$ cat config.mk
export PLATFORM = sky130hd
export DESIGN_NAME = alu_mc_flat
export DESIGN_NICKNAME = d
export VERILOG_FILES = /design/src/rtl/alu_mc_if.sv /design/src/rtl/alu_mc.sv /design/src/flat_wrapper.sv
export SDC_FILE = /design/constraint.sdc
export NUM_CORES = 1
export LEC_CHECK = 0
export ABC_AREA = 1
export ABC_CLOCK_PERIOD_IN_PS = 4300
export CAP_MARGIN = 30
export CORE_MARGIN = 5
export CORE_UTILIZATION = 42
export CTS_CLUSTER_SIZE = 25
export DETAILED_ROUTE_END_ITERATION = 10
export SLEW_MARGIN = 20
export SYNTH_ARGS = -nofsm -noshare
export SYNTH_HDL_FRONTEND = slang
export SYNTH_SLANG_ARGS = --single-unit
export TNS_END_PERCENT = 50
$ cat constraint.sdc
create_clock -name clk -period 4.3 [get_ports clk]
set_input_delay 1.29 -clock clk [delete_from_list [all_inputs] [get_ports clk]]
set_output_delay 1.29 -clock clk [all_outputs]
set_load 0.05 [all_outputs]
$ cat src/rtl/alu_mc_if.sv
// Handshake and data bundle between the operand-fetch stage, alu_mc and the writeback stage.
// master drives commands and consumes results; slave is the ALU side.
interface alu_mc_if #(
  parameter int unsigned WIDTH = 32
);
  logic             in_valid;
  logic             in_ready;
  logic [WIDTH-1:0] in1;
  logic [WIDTH-1:0] in2;
  logic [2:0]       sel;
  logic             out_valid;
  logic             out_ready;
  logic [WIDTH-1:0] ans;
  logic             carry;
  logic             zero;

  modport master (
    output in_valid, in1, in2, sel, out_ready,
    input  in_ready, out_valid, ans, carry, zero
  );

  modport slave (
    input  in_valid, in1, in2, sel, out_ready,
    output in_ready, out_valid, ans, carry, zero
  );
endinterface

$ cat src/rtl/alu_mc.sv
// Multi-cycle ALU with valid/ready handshakes and an iterative shift-add multiplier.
// Define ALU_MC_FAST_MUL_EN to replace the multiplier with a single-cycle combinational one.
module alu_mc #(
  parameter int unsigned WIDTH = 32
) (
  input logic   clk,
  input logic   rst_n,
  alu_mc_if.slave io
);
  localparam int unsigned SW = $clog2(WIDTH);

  typedef enum logic [2:0] {
    OP_ADD = 3'b000,
    OP_ABS = 3'b001,
    OP_OR  = 3'b010,
    OP_AND = 3'b011,
    OP_XOR = 3'b100,
    OP_MUL = 3'b101,
    OP_SHL = 3'b110,
    OP_EQ  = 3'b111
  } op_e;

`ifdef ALU_MC_FAST_MUL_EN
  typedef enum logic [0:0] {IDLE, DONE} state_e;
`else
  typedef enum logic [1:0] {IDLE, MUL, DONE} state_e;
`endif

  state_e state_q, state_d;

  logic             in_ready, out_valid, accept;
  logic [WIDTH-1:0] ans_q, ans_d;
  logic             carry_q, carry_d;
  logic             zero_q, zero_d;

  logic [WIDTH:0]   sum, diff;
  logic [WIDTH-1:0] res;
  logic             res_c;

`ifdef ALU_MC_FAST_MUL_EN
  logic [2*WIDTH-1:0] prod;
`else
  logic [2*WIDTH-1:0] acc_q, acc_d, acc_step;
  logic [2*WIDTH-1:0] mcand_q, mcand_d;
  logic [WIDTH-1:0]   mplier_q, mplier_d;
  logic [SW-1:0]      cnt_q, cnt_d;
  logic               start_mul;
`endif

  assign accept = io.in_valid && in_ready;

  // State register
  always_ff @(posedge clk) begin
    if (!rst_n) state_q <= IDLE;
    else        state_q <= state_d;
  end

  // Next-state logic
  always_comb begin
    state_d = state_q;
    case (state_q)
      IDLE: begin
        if (io.in_valid) begin
`ifdef ALU_MC_FAST_MUL_EN
          state_d = DONE;
`else
          state_d = (op_e'(io.sel) == OP_MUL) ? MUL : DONE;
`endif
        end
      end
`ifndef ALU_MC_FAST_MUL_EN
      MUL:     if (&cnt_q) state_d = DONE;
`endif
      DONE:    if (io.out_ready) state_d = IDLE;
      default: state_d = IDLE;
    endcase
  end

  // Handshake outputs depend on the state register only
  always_comb begin
    in_ready  = 1'b0;
    out_valid = 1'b0;
    case (state_q)
      IDLE:    in_ready  = 1'b1;
      DONE:    out_valid = 1'b1;
      default: ;
    endcase
  end

  // Single-cycle result for every opcode except the iterative multiply
  always_comb begin
    sum   = {1'b0, io.in1} + {1'b0, io.in2};
    diff  = {1'b0, io.in1} - {1'b0, io.in2};
`ifdef ALU_MC_FAST_MUL_EN
    prod  = {{WIDTH{1'b0}}, io.in1} * {{WIDTH{1'b0}}, io.in2};
`endif
    res   = '0;
    res_c = 1'b0;
    case (op_e'(io.sel))
      OP_ADD: begin
        res   = sum[WIDTH-1:0];
        res_c = sum[WIDTH];
      end
      // A borrow out of the single subtractor means in2 > in1: negate the difference
      OP_ABS: res = diff[WIDTH] ? (~diff[WIDTH-1:0] + 1'b1) : diff[WIDTH-1:0];
      OP_OR:  res = io.in1 | io.in2;
      OP_AND: res = io.in1 & io.in2;
      OP_XOR: res = io.in1 ^ io.in2;
`ifdef ALU_MC_FAST_MUL_EN
      OP_MUL: begin
        res   = prod[WIDTH-1:0];
        res_c = |prod[2*WIDTH-1:WIDTH];
      end
`endif
      OP_SHL: res = io.in1 << io.in2[SW-1:0];
      OP_EQ:  res = (io.in1 == io.in2) ? '1 : '0;
      default: ;
    endcase
  end

  // Datapath next-state
  always_comb begin
    ans_d   = ans_q;
    carry_d = carry_q;
    zero_d  = zero_q;
`ifdef ALU_MC_FAST_MUL_EN
    if (accept) begin
`else
    start_mul = accept && (op_e'(io.sel) == OP_MUL);
    acc_step  = acc_q + (mplier_q[0] ? mcand_q : '0);
    acc_d     = acc_q;
    mcand_d   = mcand_q;
    mplier_d  = mplier_q;
    cnt_d     = cnt_q;
    if (start_mul) begin
      acc_d    = '0;
      mcand_d  = {{WIDTH{1'b0}}, io.in1};
      mplier_d = io.in2;
      cnt_d    = '0;
    end
    if (state_q == MUL) begin
      acc_d    = acc_step;
      mcand_d  = mcand_q << 1;
      mplier_d = mplier_q >> 1;
      cnt_d    = cnt_q + 1'b1;
      if (&cnt_q) begin
        ans_d   = acc_step[WIDTH-1:0];
        carry_d = |acc_step[2*WIDTH-1:WIDTH];
        zero_d  = (acc_step[WIDTH-1:0] == '0);
      end
    end
    if (accept && !start_mul) begin
`endif
      ans_d   = res;
      carry_d = res_c;
      zero_d  = (res == '0);
    end
  end

  always_ff @(posedge clk) begin
    if (!rst_n) begin
      ans_q    <= '0;
      carry_q  <= 1'b0;
      zero_q   <= 1'b0;
`ifndef ALU_MC_FAST_MUL_EN
      acc_q    <= '0;
      mcand_q  <= '0;
      mplier_q <= '0;
      cnt_q    <= '0;
`endif
    end else begin
      ans_q    <= ans_d;
      carry_q  <= carry_d;
      zero_q   <= zero_d;
`ifndef ALU_MC_FAST_MUL_EN
      acc_q    <= acc_d;
      mcand_q  <= mcand_d;
      mplier_q <= mplier_d;
      cnt_q    <= cnt_d;
`endif
    end
  end

  assign io.in_ready  = in_ready;
  assign io.out_valid = out_valid;
  assign io.ans       = ans_q;
  assign io.carry     = carry_q;
  assign io.zero      = zero_q;
endmodule

$ cat src/flat_wrapper.sv
// flat-port wrapper written by rule: the top's interface ports become plain ports
module alu_mc_flat 
#(
  parameter int unsigned WIDTH = 32
)
  (clk, rst_n, io_in_valid, io_in1, io_in2, io_sel, io_out_ready, io_in_ready, io_out_valid, io_ans, io_carry, io_zero);
  alu_mc_if #(.WIDTH(WIDTH)) io_i ();
  input logic clk;
  input logic rst_n;
  input wire logic [$bits(io_i.in_valid)-1:0] io_in_valid;
  input wire logic [$bits(io_i.in1)-1:0] io_in1;
  input wire logic [$bits(io_i.in2)-1:0] io_in2;
  input wire logic [$bits(io_i.sel)-1:0] io_sel;
  input wire logic [$bits(io_i.out_ready)-1:0] io_out_ready;
  output wire logic [$bits(io_i.in_ready)-1:0] io_in_ready;
  output wire logic [$bits(io_i.out_valid)-1:0] io_out_valid;
  output wire logic [$bits(io_i.ans)-1:0] io_ans;
  output wire logic [$bits(io_i.carry)-1:0] io_carry;
  output wire logic [$bits(io_i.zero)-1:0] io_zero;
  assign io_i.in_valid = io_in_valid;
  assign io_i.in1 = io_in1;
  assign io_i.in2 = io_in2;
  assign io_i.sel = io_sel;
  assign io_i.out_ready = io_out_ready;
  assign io_in_ready = io_i.in_ready;
  assign io_out_valid = io_i.out_valid;
  assign io_ans = io_i.ans;
  assign io_carry = io_i.carry;
  assign io_zero = io_i.zero;
  alu_mc #(.WIDTH(WIDTH)) u_core (.clk(clk), .rst_n(rst_n), .io(io_i));
endmodule
==> Yosys cells after proc, flatten, opt, wreduce, memory -nomap -nowiden <==
Index checks and enable logic that the tools add are counted.
{ "totals": {"reg_bits": 201, "latch_bits": 0, "mem_bits_rw": 0, "rom_bits": 0, "input_bits": 71, "output_inout_bits": 36, "n_memories": 0} }
{ "classes": {"addsub": 5, "mul": 0, "n_div": 0, "n_lt_le_gt_ge": 0, "eq_ne": 13, "shift": 1, "n_mux": 29, "bitwise_logic": 5, "reduce_logical": 16} }
{ "op_table": {"columns": ["op", "n"], "rows": [
  ["$mux 64", 5],
  ["$pmux 32 s7", 1],
  ["$mux 32", 5],
  ["$add 64x64->64", 1],
  ["$logic_not 32->1", 2],
  ["$mux 31", 2],
  ["$add 32x32->33", 1],
  ["$sub 32x32->33", 1],
  ["$add 32x1->32 const B", 1],
  ["$and 32x32->32", 1],
  ["$eq 32x32->1", 1],
  ["$not 32->32", 1],
  ["$or 32x32->32", 1],
  ["$reduce_or 32->1", 1],
  ["$shl 32x5->32", 1],
  ["$xor 32x32->32", 1],
  ["$eq 3x3->1 const B", 4],
  ["$mux 5", 2],
  ["$mux 1", 9],
  ["$mux 2", 4],
  ["$eq 3x2->1 const B", 2],
  ["$ne 2x2->1 const B", 3],
  ["$pmux 2 s3", 1],
  ["$reduce_bool 2->1", 3],
  ["other kinds (13)", 15]
]} }

==> Logic depth before layout (Yosys ltp) <==
{ "depth": {"word_depth": 8, "mapped_depth": 30, "ltp_nobuf": 28} }

==> Least setup slack after synthesis <==
OpenSTA, ideal clock, no wires.
{ "synth_timing": {"path_kind": "input-to-reg", "startpoint": "in io_in2[3]", "endpoint": "reg u_core.zero_q (netlist: u_core.io.zero)", "setup_ns": 0.070, "t_arrival_ns": 4.179, "required_time_ns": 4.230, "slack_ns": 0.051, "stages": 24, "path_cell_list": "clkinv_1 clkbuf_1 clkbuf_1 ha_1 buf_2 nor2_2 nand3_1 nand3_4 nand2_1 nand3_1 nand3_4 nor3_1 nand2_1 nor2_1 nand2_1 nand2_2 nand2_1 nand3_1 nand2_1 nor2_1 nand3_1 nor2_1 nand3_1 a21oi_1"} }
{ "synth_via": {"elab_chain_len": 7} }
{ "synth_rtl": {"columns": ["item", "line_no", "source"], "rows": [
  ["from (decl)", "flat_wrapper.sv:12", "input wire logic [$bits(io_i.in2)-1:0] io_in2;"],
  ["$sub 32x32->33", "alu_mc.sv:93", "diff = {1'b0, io.in1} - {1'b0, io.in2};"],
  ["$not 32->32", "alu_mc.sv:105", "OP_ABS: res = diff[WIDTH] ? (~diff[WIDTH-1:0] + 1'b1) : diff[WIDTH-1:0];"],
  ["$add 32x1->32", "alu_mc.sv:105", null],
  ["$mux 32", "alu_mc.sv:105", null],
  ["$pmux 32 s7 *", "alu_mc.sv:99", "case (op_e'(io.sel))"],
  ["$logic_not 32->1 *", "alu_mc.sv:156", "zero_d = (res == '0);"],
  ["$mux 1 *", "alu_mc.sv:152", "if (accept && !start_mul) begin"],
  ["to (signal assigned)", "alu_mc.sv:174", "zero_q <= zero_d;"],
  ["to (decl)", "alu_mc.sv:34", "logic zero_q, zero_d;"]
]} }
Mark *: on every way between the ends. The rest lies on a longest branch, timed or not.
A chain may end at the register's enable or synchronous reset.

==> Final worst setup path <==
{ "layout_timing": {"startpoint": "in io_in1[0]", "endpoint": "reg u_core.zero_q (netlist: u_core.io.zero)"} }
{ "layout_via": {"elab_chain_len": 7} }
{ "layout_rtl": {"columns": ["item", "line_no", "source"], "rows": [
  ["from (decl)", "flat_wrapper.sv:11", "input wire logic [$bits(io_i.in1)-1:0] io_in1;"],
  ["$sub 32x32->33", "alu_mc.sv:93", null],
  ["$not 32->32", "alu_mc.sv:105", null],
  ["$add 32x1->32", "alu_mc.sv:105", null],
  ["$mux 32", "alu_mc.sv:105", null],
  ["$pmux 32 s7 *", "alu_mc.sv:99", null],
  ["$logic_not 32->1 *", "alu_mc.sv:156", null],
  ["$mux 1 *", "alu_mc.sv:152", null]
]} }
Marked as above.

==> impl_metrics.yaml <==
hold_path:
  worstHoldEndpoint: "u_core.cnt_q[3]"
  min_from: "u_core.cnt_q[3]"
  hold_class: "reg -> reg"
  min_delay_path_depth: 2
yosys:
  synth_top_cell_by_area: "nand2_1"
  syn-num-nets: 3979
  avgSynthCellArea_um2: 5.774
  syn_area_um2: 21610
  synth_commonest_cells: "1,115 x nand2_1, 442 x inv_1, 384 x nor2_1"
  ys_ff_latch: 201
  synth_edf_count: 0
  yosysTopAreaCellShare_pct: 19.36
  synth_warnings: 0
  synth.most_common_cell: "nand2_1"
  synth-async-reset-ratio_pct: 0
  synth-seq-area-share_pct: 18.62
  syn_inst: 3743
  synth_cell_types: 60
  ys.flop_type: "dfxtp_1"
  synthTopCellsByArea: "nand2_1 19%, dfxtp_1 19%, ha_1 9.4%"
run:
  maxCapViolCount: 0
global_routing:
  grt_pass1_vias: 24760
  grt_antenna_before_repair: 0
  grt.overflow.total: 0
  grt_usage_pct: 33.95
  grt_max_degree: 132
  grt_pass1_wl_um: 149400
cts:
  cts_buffer_depth: 3
  clkLatencyLatePin_ns: 0.57
  cts.sinks: 201
  cts_tree: "yes"
  h-tree-depth: 1
  numCtsBuffers: 26
  clk_pin_slew_ns: 0.06
  cts_root_buf: "clkbuf_16"
setup_path:
  r2r_slack_ns: 0.21
  critPathMaxFanout: 2
  r2r-start: "u_core.mplier_q[0]"
  crit_path_end_kind: "flip-flop"
  reg2reg_to: "u_core.io.carry"
  cp.arrival_ns: 4.67
  critPathLaunchType: "input pin"
  path_class: "in -> reg"
  r2r_cells: 24
  cpMaxStageDelayCell: "clkdlybuf4s50_1"
  cpPeakStageDelay_ns: 0.47
  cp_cell_sequence: "clkdlybuf4s50_1 > buf_4 > ha_1 > fa_1 > nand3_1 > nand2_1 > buf_4 > nand4_1 > nand3_1 > nand2_1 > o211ai_1 > or2_2 > a21oi_1 > nand2_1 > nor2_1 > nand2_1 > nor2_1 > nand3_1 > a21oi_1"
  cp.required_ns: 4.80
  path_common_cell: "nand2_1"
  crit_start: "io_in1[0]"
floorplan:
  initial_utilization_pct: 42.22
  core-area_um2: 51200
  die_area_um2: 56100
  row_count: 83
  io_pins: 107
  die_x_um: 236.9
  die_h_um: 236.9
sta:
  rsz0062_at_grt: "true"
  whs_ns: 0.4629
  maxSlewHeadroom_pct: 36.18
  worst_slack_ns: 0.1277
  min_period_over_period_pct: 97.03
  worst_pin_slew_ns: 0.9573
  fin_crit_ns: 4.172
  skew_ns: 0.01442
  setup_viol: 0
  clock.fmax_mhz: 239.7
  hold_viol_final: 0
  slew_viol_final: 0
pwr:
  peakVddDrop_v: 0.0003177
  power.leakage_uw: 0.01435
  power_density_nw_per_um2: 234.8
  design_power_total_uw: 6836
route:
  totalWireLength_um: 99960
  viasPerCell: 5.395
  drt_iter0_drc: 3085
  vias: 27340
  firstDrtPassIters: 7
  ant_nets: 0
  post_drt_wl_per_cell_um: 19.72
  drc: 0
place:
  dp.cells: 5024
  gp_congestion: 1.039
  place_area_um2: 27870
  place_ws_ns: -0.6680
  io_buffer_count: 106
  hpwl_um: 84290
final_layout:
  nets: 4609
  finalInstanceArea_um2: 29110
  drive_gt1_share_pct: 20.42
  syn_to_final_growth_pct: 34.68
  layout.cells.non_filler: 5068
  nFillCells: 5337
run_status:
  outcome: "completed"
## critical path, delay by kind of cell
kind	cells	cell delay (ns)
buffers and inverters	3	0.79
adders and majority gates	2	0.64
AOI/OAI and AO/OA	3	0.62
and+or+nand+nor	11	1.33
## area by class of cell
| cell class | count | area (µm²) | share of cell area (%) |
|---|---|---|---|
| sequential | 201 | 4028 | 13.84 |
| tap | 680 | 850.8 | 2.923 |
| timing repair buffer | 754 | 6052 | 20.79 |
| multi-input combinational | 2918 | 15530 | 53.36 |
| inverter | 472 | 1782 | 6.121 |
| clock buffer | 33 | 728.2 | 2.502 |
| clock inverter | 9 | 133.9 | 0.4599 |
| antenna | 1 | 2.502 | 0.008597 |
## logic make-up after synthesis
group           count (synthesis)  share of synthesized area (%)
mux                            10                         0.4631
flops                         201                          18.62
fa+ha+maj                     165                          9.656
simple gates                 1877                          36.34
xor+xnor                       66                          2.675
compound gates                800                          20.99
buf+inv                       624                          11.25
## power breakdown
group	internal, µW	switching, µW	total [µW]
Combinational	1080	1550	2620
Clock	1360	898	2260
Sequential	1910	38.5	1950
## flip-flops by register name, summed over array words and instances (netlist names)
signal	count
u_core.acc_q	64
u_core.mcand_q	64
u_core.io.ans	32
u_core.mplier_q	32
u_core.cnt_q	5
u_core.state_q	2
u_core.io.carry	1
u_core.io.zero	1
## layer usage
layer  part of all wire, %  track usage [%]  wire length (µm)  vias up
li1                      -                -                 -    13470
met1                    48            52.46             48310    12570
met2                    39            47.68             38940     1185
met3                    10            7.489             10040      122
met4                   2.7            7.486              2680        0
met5                     0                0                 0        -
## how the worst max path moves through the flow
stage	end	slack [ns]	depth (start not counted)
after floorplan	u_core.io.zero	0.05	24
after global placement	u_core.io.zero	-0.69	25
after detailed placement	u_core.io.zero	-0.67	28
after CTS	u_core.io.zero	0.01	26
after global routing	u_core.io.zero	-0.08	24
final	u_core.io.zero	0.13	19
## metrics by stage
| stage | util, % | setup TNS, ns |
|---|---|---|
| floorplan | - | 0 |
| global placement | 54.44 | -10.87 |
| detailed placement | 54.44 | -10.58 |
| CTS | 56.15 | 0 |
| global route | 56.85 | -0.09229 |
| finish | 56.86 | 0 |
## cells in the final DEF (no fill, tap or decap), types with 22 or more instances in the layout
| cell type | netlist | layout |
|---|---|---|
| nand2_1 | 1115 | 1104 |
| clkdlybuf4s50_1 | 0 | 104 |
| nand2_2 | 28 | 37 |
| nand3_1 | 184 | 180 |
| a21oi_1 | 328 | 321 |
| xor2_1 | 36 | 36 |
| o21ai_0 | 227 | 224 |
| a221oi_1 | 28 | 28 |
| dfxtp_1 | 201 | 200 |
| inv_1 | 442 | 439 |
| ha_1 | 162 | 142 |
| inv_2 | 21 | 23 |
| nor3_1 | 23 | 22 |
| buf_4 | 6 | 637 |
| xnor2_1 | 30 | 30 |
| a31oi_1 | 96 | 96 |
| nor2_1 | 384 | 352 |
| clkbuf_16 | 0 | 27 |
| nor2_2 | 8 | 37 |
| or2_2 | 43 | 43 |
| nand4_1 | 43 | 43 |
## repair_timing
item / in CTS / in global routing
hold buffers: 0 / 0
buffers inserted: 0 / 1
endpoints found under the setup margin: 4 / 19
pin swaps: 0 / 7
gates resized for setup: 3 / 93
Power figures use the tool's default switching activity.
